$ cat src/rtl/hwce_job_ctrl_pkg.sv
`default_nettype none
// ============================================================================
//  Module      : hwce_job_ctrl_pkg
//  Description : Shared constants, FSM state type and helpers for the
//                HWCE multi-context job controller.
//  Revision    : 1.0 - initial release
// ============================================================================
package hwce_job_ctrl_pkg;

    // Byte offsets of the control window
    localparam logic [31:0] REG_TRIGGER    = 32'h0000_0000;
    localparam logic [31:0] REG_ACQUIRE    = 32'h0000_0004;
    localparam logic [31:0] REG_FINISHED   = 32'h0000_0008;
    localparam logic [31:0] REG_RUNNING_ID = 32'h0000_000C;
    localparam logic [31:0] REG_SOFT_CLEAR = 32'h0000_0010;
    localparam logic [31:0] REG_JOB_BASE   = 32'h0000_0040;

    localparam logic [31:0] ACQUIRE_FAIL   = 32'hFFFF_FFFF;

    typedef enum logic [1:0] {
        IDLE  = 2'd0,
        START = 2'd1,
        RUN   = 2'd2
    } state_e;

    function automatic logic [31:0] be_to_mask(input logic [3:0] be);
        return {{8{be[3]}}, {8{be[2]}}, {8{be[1]}}, {8{be[0]}}};
    endfunction

endpackage
`default_nettype wire

$ cat src/rtl/hwce_job_ctrl_if.sv
`default_nettype none
// ============================================================================
//  Module      : hwce_job_ctrl_if
//  Description : PERIPH INTC configuration target port bundle.
//  Revision    : 1.0 - initial release
// ============================================================================
interface hwce_job_ctrl_if #(
    parameter int CFG_ID_WIDTH = 16
);
    logic                    cfg_req_i;
    logic                    cfg_gnt_o;
    logic [31:0]             cfg_add_i;
    logic                    cfg_type_i;
    logic [3:0]              cfg_be_i;
    logic [31:0]             cfg_data_i;
    logic [CFG_ID_WIDTH-1:0] cfg_ID_i;
    logic                    cfg_r_valid_o;
    logic [31:0]             cfg_r_data_o;
    logic [CFG_ID_WIDTH-1:0] cfg_r_ID_o;

    modport master (
        output cfg_req_i, cfg_add_i, cfg_type_i, cfg_be_i, cfg_data_i, cfg_ID_i,
        input  cfg_gnt_o, cfg_r_valid_o, cfg_r_data_o, cfg_r_ID_o
    );

    modport slave (
        input  cfg_req_i, cfg_add_i, cfg_type_i, cfg_be_i, cfg_data_i, cfg_ID_i,
        output cfg_gnt_o, cfg_r_valid_o, cfg_r_data_o, cfg_r_ID_o
    );
endinterface
`default_nettype wire

$ cat src/rtl/hwce_job_ctrl_regfile.sv
`default_nettype none
// ============================================================================
//  Module      : hwce_job_regfile
//  Description : N_CONTEXT x N_REGS job register array, byte-masked write,
//                one config read port and a full-image engine read port.
//  Revision    : 1.0 - initial release
// ============================================================================
module hwce_job_regfile
    import hwce_job_ctrl_pkg::*;
#(
    parameter int N_CONTEXT = 2,
    parameter int N_REGS    = 16,
    parameter int CTX_W     = 1,
    parameter int IDX_W     = 4
) (
    input  wire logic                  clk,
    input  wire logic                  i_we,
    input  wire logic [CTX_W-1:0]      i_wr_ctx,
    input  wire logic [IDX_W-1:0]      i_wr_idx,
    input  wire logic [3:0]            i_be,
    input  wire logic [31:0]           i_wdata,
    input  wire logic [CTX_W-1:0]      i_rd_ctx,
    input  wire logic [IDX_W-1:0]      i_rd_idx,
    output logic      [31:0]           o_rd_data,
    input  wire logic [CTX_W-1:0]      i_eng_ctx,
    output logic      [N_REGS*32-1:0]  o_eng_regs
);

    logic [31:0] r_mem [N_CONTEXT][N_REGS];
    logic [31:0] w_mask;

    assign w_mask = be_to_mask(i_be);

    // Contents are deliberately left unreset: software programs every job
    always_ff @(posedge clk) begin
        if (i_we) begin
            r_mem[i_wr_ctx][i_wr_idx] <= (r_mem[i_wr_ctx][i_wr_idx] & ~w_mask)
                                       | (i_wdata & w_mask);
        end
    end

    assign o_rd_data = r_mem[i_rd_ctx][i_rd_idx];

    generate
        for (genvar g = 0; g < N_REGS; g++) begin : g_eng_regs
            assign o_eng_regs[32*g +: 32] = r_mem[i_eng_ctx][g];
        end
    endgenerate

endmodule
`default_nettype wire

$ cat src/rtl/hwce_job_ctrl.sv
`default_nettype none
// ============================================================================
//  Module      : hwce_job_ctrl
//  Description : Multi-context job controller: config register file, in-order
//                job queue, job IDs and per-context completion events.
//  Revision    : 1.0 - initial release
// ============================================================================
module hwce_job_ctrl
    import hwce_job_ctrl_pkg::*;
#(
    parameter int N_CONTEXT      = 2,
    parameter int N_REGS         = 16,
    parameter int CFG_ADDR_WIDTH = 11,
    parameter int CFG_DATA_WIDTH = 32,
    parameter int CFG_ID_WIDTH   = 16,
    parameter int JOB_ID_WIDTH   = 8
) (
    input  wire logic                          clk,
    input  wire logic                          rst,
    hwce_job_ctrl_if.slave                     cfg,
    output logic                               eng_start_o,
    output logic                               eng_clear_o,
    output logic [$clog2(N_CONTEXT)-1:0]       eng_ctx_o,
    output logic [N_REGS*32-1:0]               eng_regs_o,
    input  wire logic                          eng_done_i,
    output logic [N_CONTEXT-1:0]               evt_o,
    output logic                               busy_o
);

    localparam int CTX_W = $clog2(N_CONTEXT);
    localparam int CNT_W = $clog2(N_CONTEXT + 1);
    localparam int IDX_W = (N_REGS > 1) ? $clog2(N_REGS) : 1;
    localparam int AW    = CFG_ADDR_WIDTH;

    localparam logic [AW-3:0]    c_W_TRIGGER  = REG_TRIGGER[AW-1:2];
    localparam logic [AW-3:0]    c_W_ACQUIRE  = REG_ACQUIRE[AW-1:2];
    localparam logic [AW-3:0]    c_W_FINISHED = REG_FINISHED[AW-1:2];
    localparam logic [AW-3:0]    c_W_RUN_ID   = REG_RUNNING_ID[AW-1:2];
    localparam logic [AW-3:0]    c_W_CLEAR    = REG_SOFT_CLEAR[AW-1:2];
    localparam logic [AW-3:0]    c_W_JOB_BASE = REG_JOB_BASE[AW-1:2];
    localparam logic [AW-3:0]    c_N_REGS     = (AW-2)'(N_REGS);
    localparam logic [CNT_W-1:0] c_FULL       = CNT_W'(N_CONTEXT);

    state_e                    r_state, w_state_nxt;
    logic [CTX_W-1:0]          r_wr_ptr, r_rd_ptr;
    logic [CNT_W-1:0]          r_count;
    logic                      r_lock;
    logic [JOB_ID_WIDTH-1:0]   r_job_id_cnt;
    logic [JOB_ID_WIDTH-1:0]   r_job_id [N_CONTEXT];
    logic [JOB_ID_WIDTH-1:0]   r_last_done_id;
    logic [N_CONTEXT-1:0]      r_evt;
    logic                      r_clear_pulse;
    logic                      r_rvalid;
    logic [CFG_DATA_WIDTH-1:0] r_rdata;
    logic [CFG_ID_WIDTH-1:0]   r_rid;

    logic [AW-3:0]             w_word, w_job_off;
    logic                      w_rd, w_wr, w_hit_job;
    logic                      w_acq_ok, w_acquire, w_commit, w_clear, w_reg_we;
    logic                      w_done, w_start, w_busy;
    logic [N_CONTEXT-1:0]      w_evt_vec;
    logic [31:0]               w_rf_rdata;
    logic [CFG_DATA_WIDTH-1:0] w_rdata;
    logic                      w_unused;

    // ------------------------------------------------------------------
    // Address decode and request qualification
    // ------------------------------------------------------------------
    assign w_word    = cfg.cfg_add_i[AW-1:2];
    assign w_job_off = w_word - c_W_JOB_BASE;
    assign w_hit_job = (w_word >= c_W_JOB_BASE) && (w_job_off < c_N_REGS);
    assign w_rd      = cfg.cfg_req_i &  cfg.cfg_type_i;
    assign w_wr      = cfg.cfg_req_i & ~cfg.cfg_type_i;
    assign w_acq_ok  = ~r_lock && (r_count < c_FULL);
    assign w_acquire = w_rd && (w_word == c_W_ACQUIRE) && w_acq_ok;
    assign w_commit  = w_wr && (w_word == c_W_TRIGGER) && r_lock;
    assign w_clear   = w_wr && (w_word == c_W_CLEAR);
    assign w_reg_we  = w_wr && w_hit_job && r_lock;
    assign w_unused  = ^{cfg.cfg_add_i[31:AW], cfg.cfg_add_i[1:0]};

    assign cfg.cfg_gnt_o = cfg.cfg_req_i;

    hwce_job_regfile #(
        .N_CONTEXT (N_CONTEXT),
        .N_REGS    (N_REGS),
        .CTX_W     (CTX_W),
        .IDX_W     (IDX_W)
    ) u_regfile (
        .clk        (clk),
        .i_we       (w_reg_we),
        .i_wr_ctx   (r_wr_ptr),
        .i_wr_idx   (w_job_off[IDX_W-1:0]),
        .i_be       (cfg.cfg_be_i),
        .i_wdata    (cfg.cfg_data_i),
        .i_rd_ctx   (r_wr_ptr),
        .i_rd_idx   (w_job_off[IDX_W-1:0]),
        .o_rd_data  (w_rf_rdata),
        .i_eng_ctx  (r_rd_ptr),
        .o_eng_regs (eng_regs_o)
    );

    // ------------------------------------------------------------------
    // Engine FSM
    // ------------------------------------------------------------------
    always_ff @(posedge clk) begin
        if (rst) begin
            r_state <= IDLE;
        end else begin
            r_state <= w_state_nxt;
        end
    end

    always_comb begin
        w_state_nxt = r_state;
        case (r_state)
            IDLE:    if (r_count != '0) w_state_nxt = START;
            START:   w_state_nxt = RUN;
            RUN:     if (eng_done_i) w_state_nxt = IDLE;
            default: w_state_nxt = IDLE;
        endcase
        if (w_clear) begin
            w_state_nxt = IDLE;
        end
    end

    always_comb begin
        w_start   = (r_state == START);
        w_done    = (r_state == RUN) && eng_done_i;
        w_busy    = (r_count != '0) || (r_state != IDLE);
        w_evt_vec = N_CONTEXT'(1) << r_rd_ptr;
    end

    // ------------------------------------------------------------------
    // Queue pointers, lock and completion bookkeeping
    // ------------------------------------------------------------------
    always_ff @(posedge clk) begin
        if (rst) begin
            r_wr_ptr       <= '0;
            r_rd_ptr       <= '0;
            r_count        <= '0;
            r_lock         <= 1'b0;
            r_last_done_id <= '0;
        end else if (w_clear) begin
            r_wr_ptr <= '0;
            r_rd_ptr <= '0;
            r_count  <= '0;
            r_lock   <= 1'b0;
        end else begin
            if (w_acquire) begin
                r_lock <= 1'b1;
            end else if (w_commit) begin
                r_lock   <= 1'b0;
                r_wr_ptr <= r_wr_ptr + CTX_W'(1);
            end
            if (w_done) begin
                r_rd_ptr       <= r_rd_ptr + CTX_W'(1);
                r_last_done_id <= r_job_id[r_rd_ptr];
            end
            // Simultaneous commit and completion leave the occupancy unchanged
            case ({w_commit, w_done})
                2'b10:   r_count <= r_count + CNT_W'(1);
                2'b01:   r_count <= r_count - CNT_W'(1);
                default: r_count <= r_count;
            endcase
        end
    end

    // Job IDs survive a soft clear so software sees a continuing sequence
    always_ff @(posedge clk) begin
        if (rst) begin
            r_job_id_cnt <= '0;
            for (int i = 0; i < N_CONTEXT; i++) begin
                r_job_id[i] <= '0;
            end
        end else if (w_acquire) begin
            r_job_id[r_wr_ptr] <= r_job_id_cnt;
            r_job_id_cnt       <= r_job_id_cnt + JOB_ID_WIDTH'(1);
        end
    end

    always_ff @(posedge clk) begin
        if (rst) begin
            r_evt         <= '0;
            r_clear_pulse <= 1'b0;
        end else begin
            r_evt         <= (w_done && !w_clear) ? w_evt_vec : '0;
            r_clear_pulse <= w_clear;
        end
    end

    // ------------------------------------------------------------------
    // Read data and response channel
    // ------------------------------------------------------------------
    always_comb begin
        w_rdata = '0;
        if (w_rd) begin
            if (w_word == c_W_ACQUIRE) begin
                w_rdata = w_acq_ok ? CFG_DATA_WIDTH'(r_job_id_cnt) : ACQUIRE_FAIL;
            end else if (w_word == c_W_FINISHED) begin
                w_rdata = {(r_state == RUN), 7'b0, 8'(r_count), 8'b0, 8'(r_last_done_id)};
            end else if (w_word == c_W_RUN_ID) begin
                w_rdata = CFG_DATA_WIDTH'(r_job_id[r_rd_ptr]);
            end else if (w_hit_job) begin
                w_rdata = w_rf_rdata;
            end
        end
    end

    always_ff @(posedge clk) begin
        if (rst) begin
            r_rvalid <= 1'b0;
            r_rdata  <= '0;
            r_rid    <= '0;
        end else begin
            r_rvalid <= cfg.cfg_req_i;
            r_rdata  <= w_rdata;
            r_rid    <= cfg.cfg_ID_i;
        end
    end

    assign cfg.cfg_r_valid_o = r_rvalid;
    assign cfg.cfg_r_data_o  = r_rdata;
    assign cfg.cfg_r_ID_o    = r_rid;

    assign eng_start_o = w_start;
    assign eng_clear_o = r_clear_pulse;
    assign eng_ctx_o   = r_rd_ptr;
    assign evt_o       = r_evt;
    assign busy_o      = w_busy;

endmodule
`default_nettype wire

$ cat src/flat_wrapper.sv
// flat-port wrapper written by rule: the top's interface ports become plain ports
module hwce_job_ctrl_flat import hwce_job_ctrl_pkg::*;
#(
    parameter int N_CONTEXT      = 2,
    parameter int N_REGS         = 16,
    parameter int CFG_ADDR_WIDTH = 11,
    parameter int CFG_DATA_WIDTH = 32,
    parameter int CFG_ID_WIDTH   = 16,
    parameter int JOB_ID_WIDTH   = 8
)
  (clk, rst, eng_start_o, eng_clear_o, eng_ctx_o, eng_regs_o, eng_done_i, evt_o, busy_o, cfg_cfg_req_i, cfg_cfg_add_i, cfg_cfg_type_i, cfg_cfg_be_i, cfg_cfg_data_i, cfg_cfg_ID_i, cfg_cfg_gnt_o, cfg_cfg_r_valid_o, cfg_cfg_r_data_o, cfg_cfg_r_ID_o);
  hwce_job_ctrl_if #(.CFG_ID_WIDTH(CFG_ID_WIDTH)) cfg_i ();
  input  wire logic clk;
  input  wire logic rst;
  output logic eng_start_o;
  output logic eng_clear_o;
  output logic [$clog2(N_CONTEXT)-1:0] eng_ctx_o;
  output logic [N_REGS*32-1:0] eng_regs_o;
  input  wire logic eng_done_i;
  output logic [N_CONTEXT-1:0] evt_o;
  output logic busy_o;
  input wire logic [$bits(cfg_i.cfg_req_i)-1:0] cfg_cfg_req_i;
  input wire logic [$bits(cfg_i.cfg_add_i)-1:0] cfg_cfg_add_i;
  input wire logic [$bits(cfg_i.cfg_type_i)-1:0] cfg_cfg_type_i;
  input wire logic [$bits(cfg_i.cfg_be_i)-1:0] cfg_cfg_be_i;
  input wire logic [$bits(cfg_i.cfg_data_i)-1:0] cfg_cfg_data_i;
  input wire logic [$bits(cfg_i.cfg_ID_i)-1:0] cfg_cfg_ID_i;
  output wire logic [$bits(cfg_i.cfg_gnt_o)-1:0] cfg_cfg_gnt_o;
  output wire logic [$bits(cfg_i.cfg_r_valid_o)-1:0] cfg_cfg_r_valid_o;
  output wire logic [$bits(cfg_i.cfg_r_data_o)-1:0] cfg_cfg_r_data_o;
  output wire logic [$bits(cfg_i.cfg_r_ID_o)-1:0] cfg_cfg_r_ID_o;
  assign cfg_i.cfg_req_i = cfg_cfg_req_i;
  assign cfg_i.cfg_add_i = cfg_cfg_add_i;
  assign cfg_i.cfg_type_i = cfg_cfg_type_i;
  assign cfg_i.cfg_be_i = cfg_cfg_be_i;
  assign cfg_i.cfg_data_i = cfg_cfg_data_i;
  assign cfg_i.cfg_ID_i = cfg_cfg_ID_i;
  assign cfg_cfg_gnt_o = cfg_i.cfg_gnt_o;
  assign cfg_cfg_r_valid_o = cfg_i.cfg_r_valid_o;
  assign cfg_cfg_r_data_o = cfg_i.cfg_r_data_o;
  assign cfg_cfg_r_ID_o = cfg_i.cfg_r_ID_o;
  hwce_job_ctrl #(.N_CONTEXT(N_CONTEXT), .N_REGS(N_REGS), .CFG_ADDR_WIDTH(CFG_ADDR_WIDTH), .CFG_DATA_WIDTH(CFG_DATA_WIDTH), .CFG_ID_WIDTH(CFG_ID_WIDTH), .JOB_ID_WIDTH(JOB_ID_WIDTH)) u_core (.clk(clk), .rst(rst), .cfg(cfg_i), .eng_start_o(eng_start_o), .eng_clear_o(eng_clear_o), .eng_ctx_o(eng_ctx_o), .eng_regs_o(eng_regs_o), .eng_done_i(eng_done_i), .evt_o(evt_o), .busy_o(busy_o));
endmodule
$ cat config.mk
export PLATFORM = sky130hd
export DESIGN_NAME = hwce_job_ctrl_flat
export DESIGN_NICKNAME = d
export VERILOG_FILES = /design/src/rtl/hwce_job_ctrl_pkg.sv /design/src/rtl/hwce_job_ctrl_if.sv /design/src/rtl/hwce_job_ctrl_regfile.sv /design/src/rtl/hwce_job_ctrl.sv /design/src/flat_wrapper.sv
export SDC_FILE = /design/constraint.sdc
export NUM_CORES = 1
export LEC_CHECK = 0
export ABC_CLOCK_PERIOD_IN_PS = 4300
export CORE_MARGIN = 10
export CORE_UTILIZATION = 51
export DETAILED_ROUTE_END_ITERATION = 8
export PLACE_DENSITY = 0.75
export SYNTH_ARGS = -nofsm -noshare
export SYNTH_HDL_FRONTEND = slang
export SYNTH_HIERARCHICAL = 1
export SYNTH_SLANG_ARGS = --single-unit
$ cat constraint.sdc
create_clock -name clk -period 4.3 [get_ports clk]
set_input_delay 0.43 -clock clk [delete_from_list [all_inputs] [get_ports clk]]
set_output_delay 0.43 -clock clk [all_outputs]
set_load 0.02 [all_outputs]
==> impl_results.rst <==
.. list-table::
   :header-rows: 1

   * - Metric
     - Value
   * - Width of the chip
     - 354 um
   * - Antenna violations before repair
     - 5
   * - Syn Inst Count
     - 3502
   * - RSZ-0062 raised after global routing
     - false
   * - Gr ovfl total
     - 0
   * - Mean routed wirelength per cell
     - 36.0 um
   * - Synth unique cells
     - 49
   * - Number of nets in the layout
     - about 4200
   * - HPWL after DPL
     - roughly 140 mm
   * - Drt via density
     - roughly 6.7
   * - DRC Markers
     - 0
   * - Mapped Avg Cell Area
     - 16.3 um2
   * - Slowest cell on the critical path
     - dfxtp_4
   * - Crit path setup slack, layout
     - 523 ps
   * - Clock tree buffer depth
     - 3
   * - Dominant cell by count in the synthesized netlist
     - edfxtp_1
   * - Wire length of the first global-routing pass
     - 287 mm
   * - Maxcap violations
     - 0
   * - CTS HTree Levels
     - 3
   * - Critical path required time
     - 3870 ps
   * - Synth Flop Type
     - edfxtp_1
   * - Sequential fraction of the synthesis area
     - 0.575
   * - Layout overhead on the synthesized area
     - 23.5%
   * - Largest driver fanout on the critical path
     - 48
   * - Filler cell count in the final layout
     - 8014
   * - Total power of the final layout
     - 23.7 mW
   * - Detailed-route wire length
     - 207 mm
   * - Critical path cell sequence
     - buf_4, mux2_2, clkdlybuf4s50_1
   * - Worst slack at placement
     - 734 ps
   * - Clock-pin slew on the worst setup and hold paths
     - 60 ps
   * - Final Hold Vio Count
     - 0
   * - Post-layout min period
     - 3780 ps
   * - Warnings from Yosys
     - 6
   * - Largest area contributor in the netlist
     - edfxtp_1
   * - Largest voltage drop on the vdd net
     - 0.000369 V
   * - Grt met2 use
     - 0.513
   * - Largest net degree at the start of global routing
     - 113
   * - Type of element capturing the critical path
     - output port
   * - First drt pass iteration count
     - 6
   * - Net count after synthesis
     - 3595
   * - Number of placement rows
     - 122
   * - Met1 global-route usage
     - 0.391
   * - Antenna-violating nets left
     - 0
   * - Post-synth top area share
     - 0.548
   * - GRT Util Overall
     - 0.317
   * - Area occupied by multi-input gates
     - between 20000 and 25000 um2
   * - Flops & latches, synth
     - 1116
   * - First DRT Iteration DRCs
     - 5251
   * - Global Route met3 Usage
     - 0.0839
   * - Via count of the first global-routing pass
     - 37800
   * - Biggest area contributors in the synthesized netlist
     - edfxtp_1 (55%), mux4_2 (13%), mux2_2 (11%)
   * - Post-CTS resize count
     - 0
   * - Clock latency at the later pin of the worst-skew pair
     - about 730 ps
   * - HP Class
     - in -> reg
   * - Highest cell delay on the worst timing path
     - between 900 and 1000 ps
   * - Total Die Area
     - 125000 um2
   * - Post-route clock skew
     - 32.0 ps
   * - Status
     - completed
   * - Total via count after detailed routing
     - 38700
   * - Busiest layer in global routing
     - met2
   * - Final worst-path cycle share
     - 0.878
   * - Total setup violations reported at the end of the flow
     - 0
   * - Power per standard cell area
     - 336 nW/um2
   * - Kind of launch point of the worst setup path
     - register
   * - Share of layout cells above drive strength 1
     - 0.309
   * - Root buffer cell
     - clkbuf_16
   * - Most numerous cell types in the synthesized netlist
     - edfxtp_1 (1040), mux2_2 (576), mux2i_1 (518)
   * - CTS tree
     - done
   * - Starting density of the core
     - 0.514
   * - Number of max-slew violations in the final report
     - 0
   * - Start-to-end type of the worst setup path
     - reg -> out
   * - Headroom to the max-slew limit
     - 0.298
   * - Seq. cell area
     - 32800 um2
   * - Transition time at the pin with the least slew margin
     - around 1000 ps
   * - Arrival @ worst endpoint
     - ~3400 ps
   * - Overall die height
     - 354 um
   * - Share of synthesized flip-flops with an asynchronous set or reset
     - 0
   * - EDFF count, synth
     - 1040
   * - Total I/O pin count
     - between 600 and 700
   * - Summed instance area of the synthesized netlist
     - 57000 um2
   * - Routability Congestion
     - 0.947
   * - Count of port buffers added during placement
     - 633
   * - CTS sink cnt
     - ~1100
   * - Max Freq
     - 0.265 GHz
   * - Core Area
     - between 100000 and 150000 um2
   * - Cts bufs inserted
     - around 120
   * - P_leak
     - approximately 22 nW
[report_power, final]
part	switching (mW)	internal, mW	total [mW]
sequential	0.00440	12.1	12.1
combinational	0.936	0.431	1.37
clock	4.35	5.88	10.2
total	5.29	18.4	23.7
[placed cells by master, fill, tap and decap left out, types with 4 or more instances in the layout]
cell             synthesis  layout
mux2i_1                518     518
bufinv_16                0      11
clkinv_2                 0      21
nor2b_1                 21      19
nor3_4                   0       4
a211oi_1                17      17
edfxtp_1              1040    1040
clkdlybuf4s50_1          0     628
clkbuf_8                 0       8
mux4_2                 322     322
clkbuf_1               165      24
nor3_1                  25       9
or3_1                    4       4
nor2_4                   0      16
and2_1                  17      17
a31oi_1                  8       8
o21a_1                   8       8
nand3_1                  4       4
nand4_1                 34      34
clkbuf_16                0     119
and3_1                   4       4
o21ai_0                141     141
dfxtp_1                 76      74
o22ai_1                262     262
clkinv_1                 0      21
nand2b_1                 6       4
a21oi_1                  5       5
ha_1                     4       4
buf_4                    7     118
nor2_1                  44      27
nand2_1                 14      13
inv_6                    0       4
nor3_2                   0      12
inv_1                    8       8
mux2_2                 576     576
buf_12                   0      69
xor2_1                   6       6
clkinvlp_4               0       5
a21o_1                  21      21
[cells by family (layout without fill, tap and decap cells)]
logic type | Yosys count | in the layout | synth area share
muxes | 1416 | 1416 | 0.332
AOI/OAI and AO/OA | 468 | 468 | 0.0497
buffers and inverters | 294 | 1048 | 0.0217
xor gates and xnor gates | 9 | 9 | 0.00138
other | 0 | 1 | 0
DFF | 1116 | 1116 | 0.575
adders and majority gates | 4 | 4 | 0.000878
and+or+nand+nor | 195 | 195 | 0.0194
[registers in the layout (all words and copies together), names as in the netlist, 2 cells and up, named ones only]
name / flops
u_core/cfg.cfg_r_ID_o: 16
u_core/cfg.cfg_r_data_o: 32
u_core/evt_o: 2
u_core/r_count: 2
u_core/r_job_id: 16
u_core/r_job_id_cnt: 8
u_core/r_last_done_id: 8
u_core/r_state: 2
u_core/u_regfile/r_mem: 1024
[what timing repair did]
item	CTS	global route
setup buffers	0	0
hold buffers	1	0
hold endpoints to repair	1	0
[cell type report]
type	count	area share
antenna	1	0.0000356
inverter	8	0.000427
timing repair buffer	820	0.122
clock inverter	69	0.00997
tap	1488	0.0265
multi-input combinational	2092	0.330
clock buffer	151	0.0452
sequential	1116	0.465
[worst paths after layout]
check / startpoint / endpoint / slack, ps / cells after the start
max: u_core/eng_ctx_o / eng_regs_o[226] / 520 / 3
min: cfg_cfg_ID_i[15] / u_core/cfg.cfg_r_ID_o[15] / 270 / 2
max reg2reg: u_core/r_wr_ptr / u_core/u_regfile/r_mem[1][232] / 870 / 9
min reg2reg: u_core/r_last_done_id[2] / u_core/r_last_done_id[2] / 510 / 2
[metrics by stage]
stage               TNS, ps  cells  hold WS (ps)   util  instance area (um2)
global route              0   5744           258  0.635                70400
detailed placement        0   5523           495  0.600                66500
floorplan           -124860   3502           471      -                57000
global placement          0   5523           490  0.600                66500
finish                    0   5745           265  0.635                70400
CTS                       0   5744           224  0.635                70400
[layer usage]
metal	wire length, um	up-vias
met4	13000	6
li1	-	15800
met3	23400	453
met2	98600	2651
met1	72000	19800
met5	41	-
[critical path: cells and delay by family (launching register included)]
kind | cells | cell delay [ps]
DFF | 1 | 990
buffers and inverters | 2 | 1150
muxes | 1 | 460
Note: power is estimated with default switching activity, not from simulation.
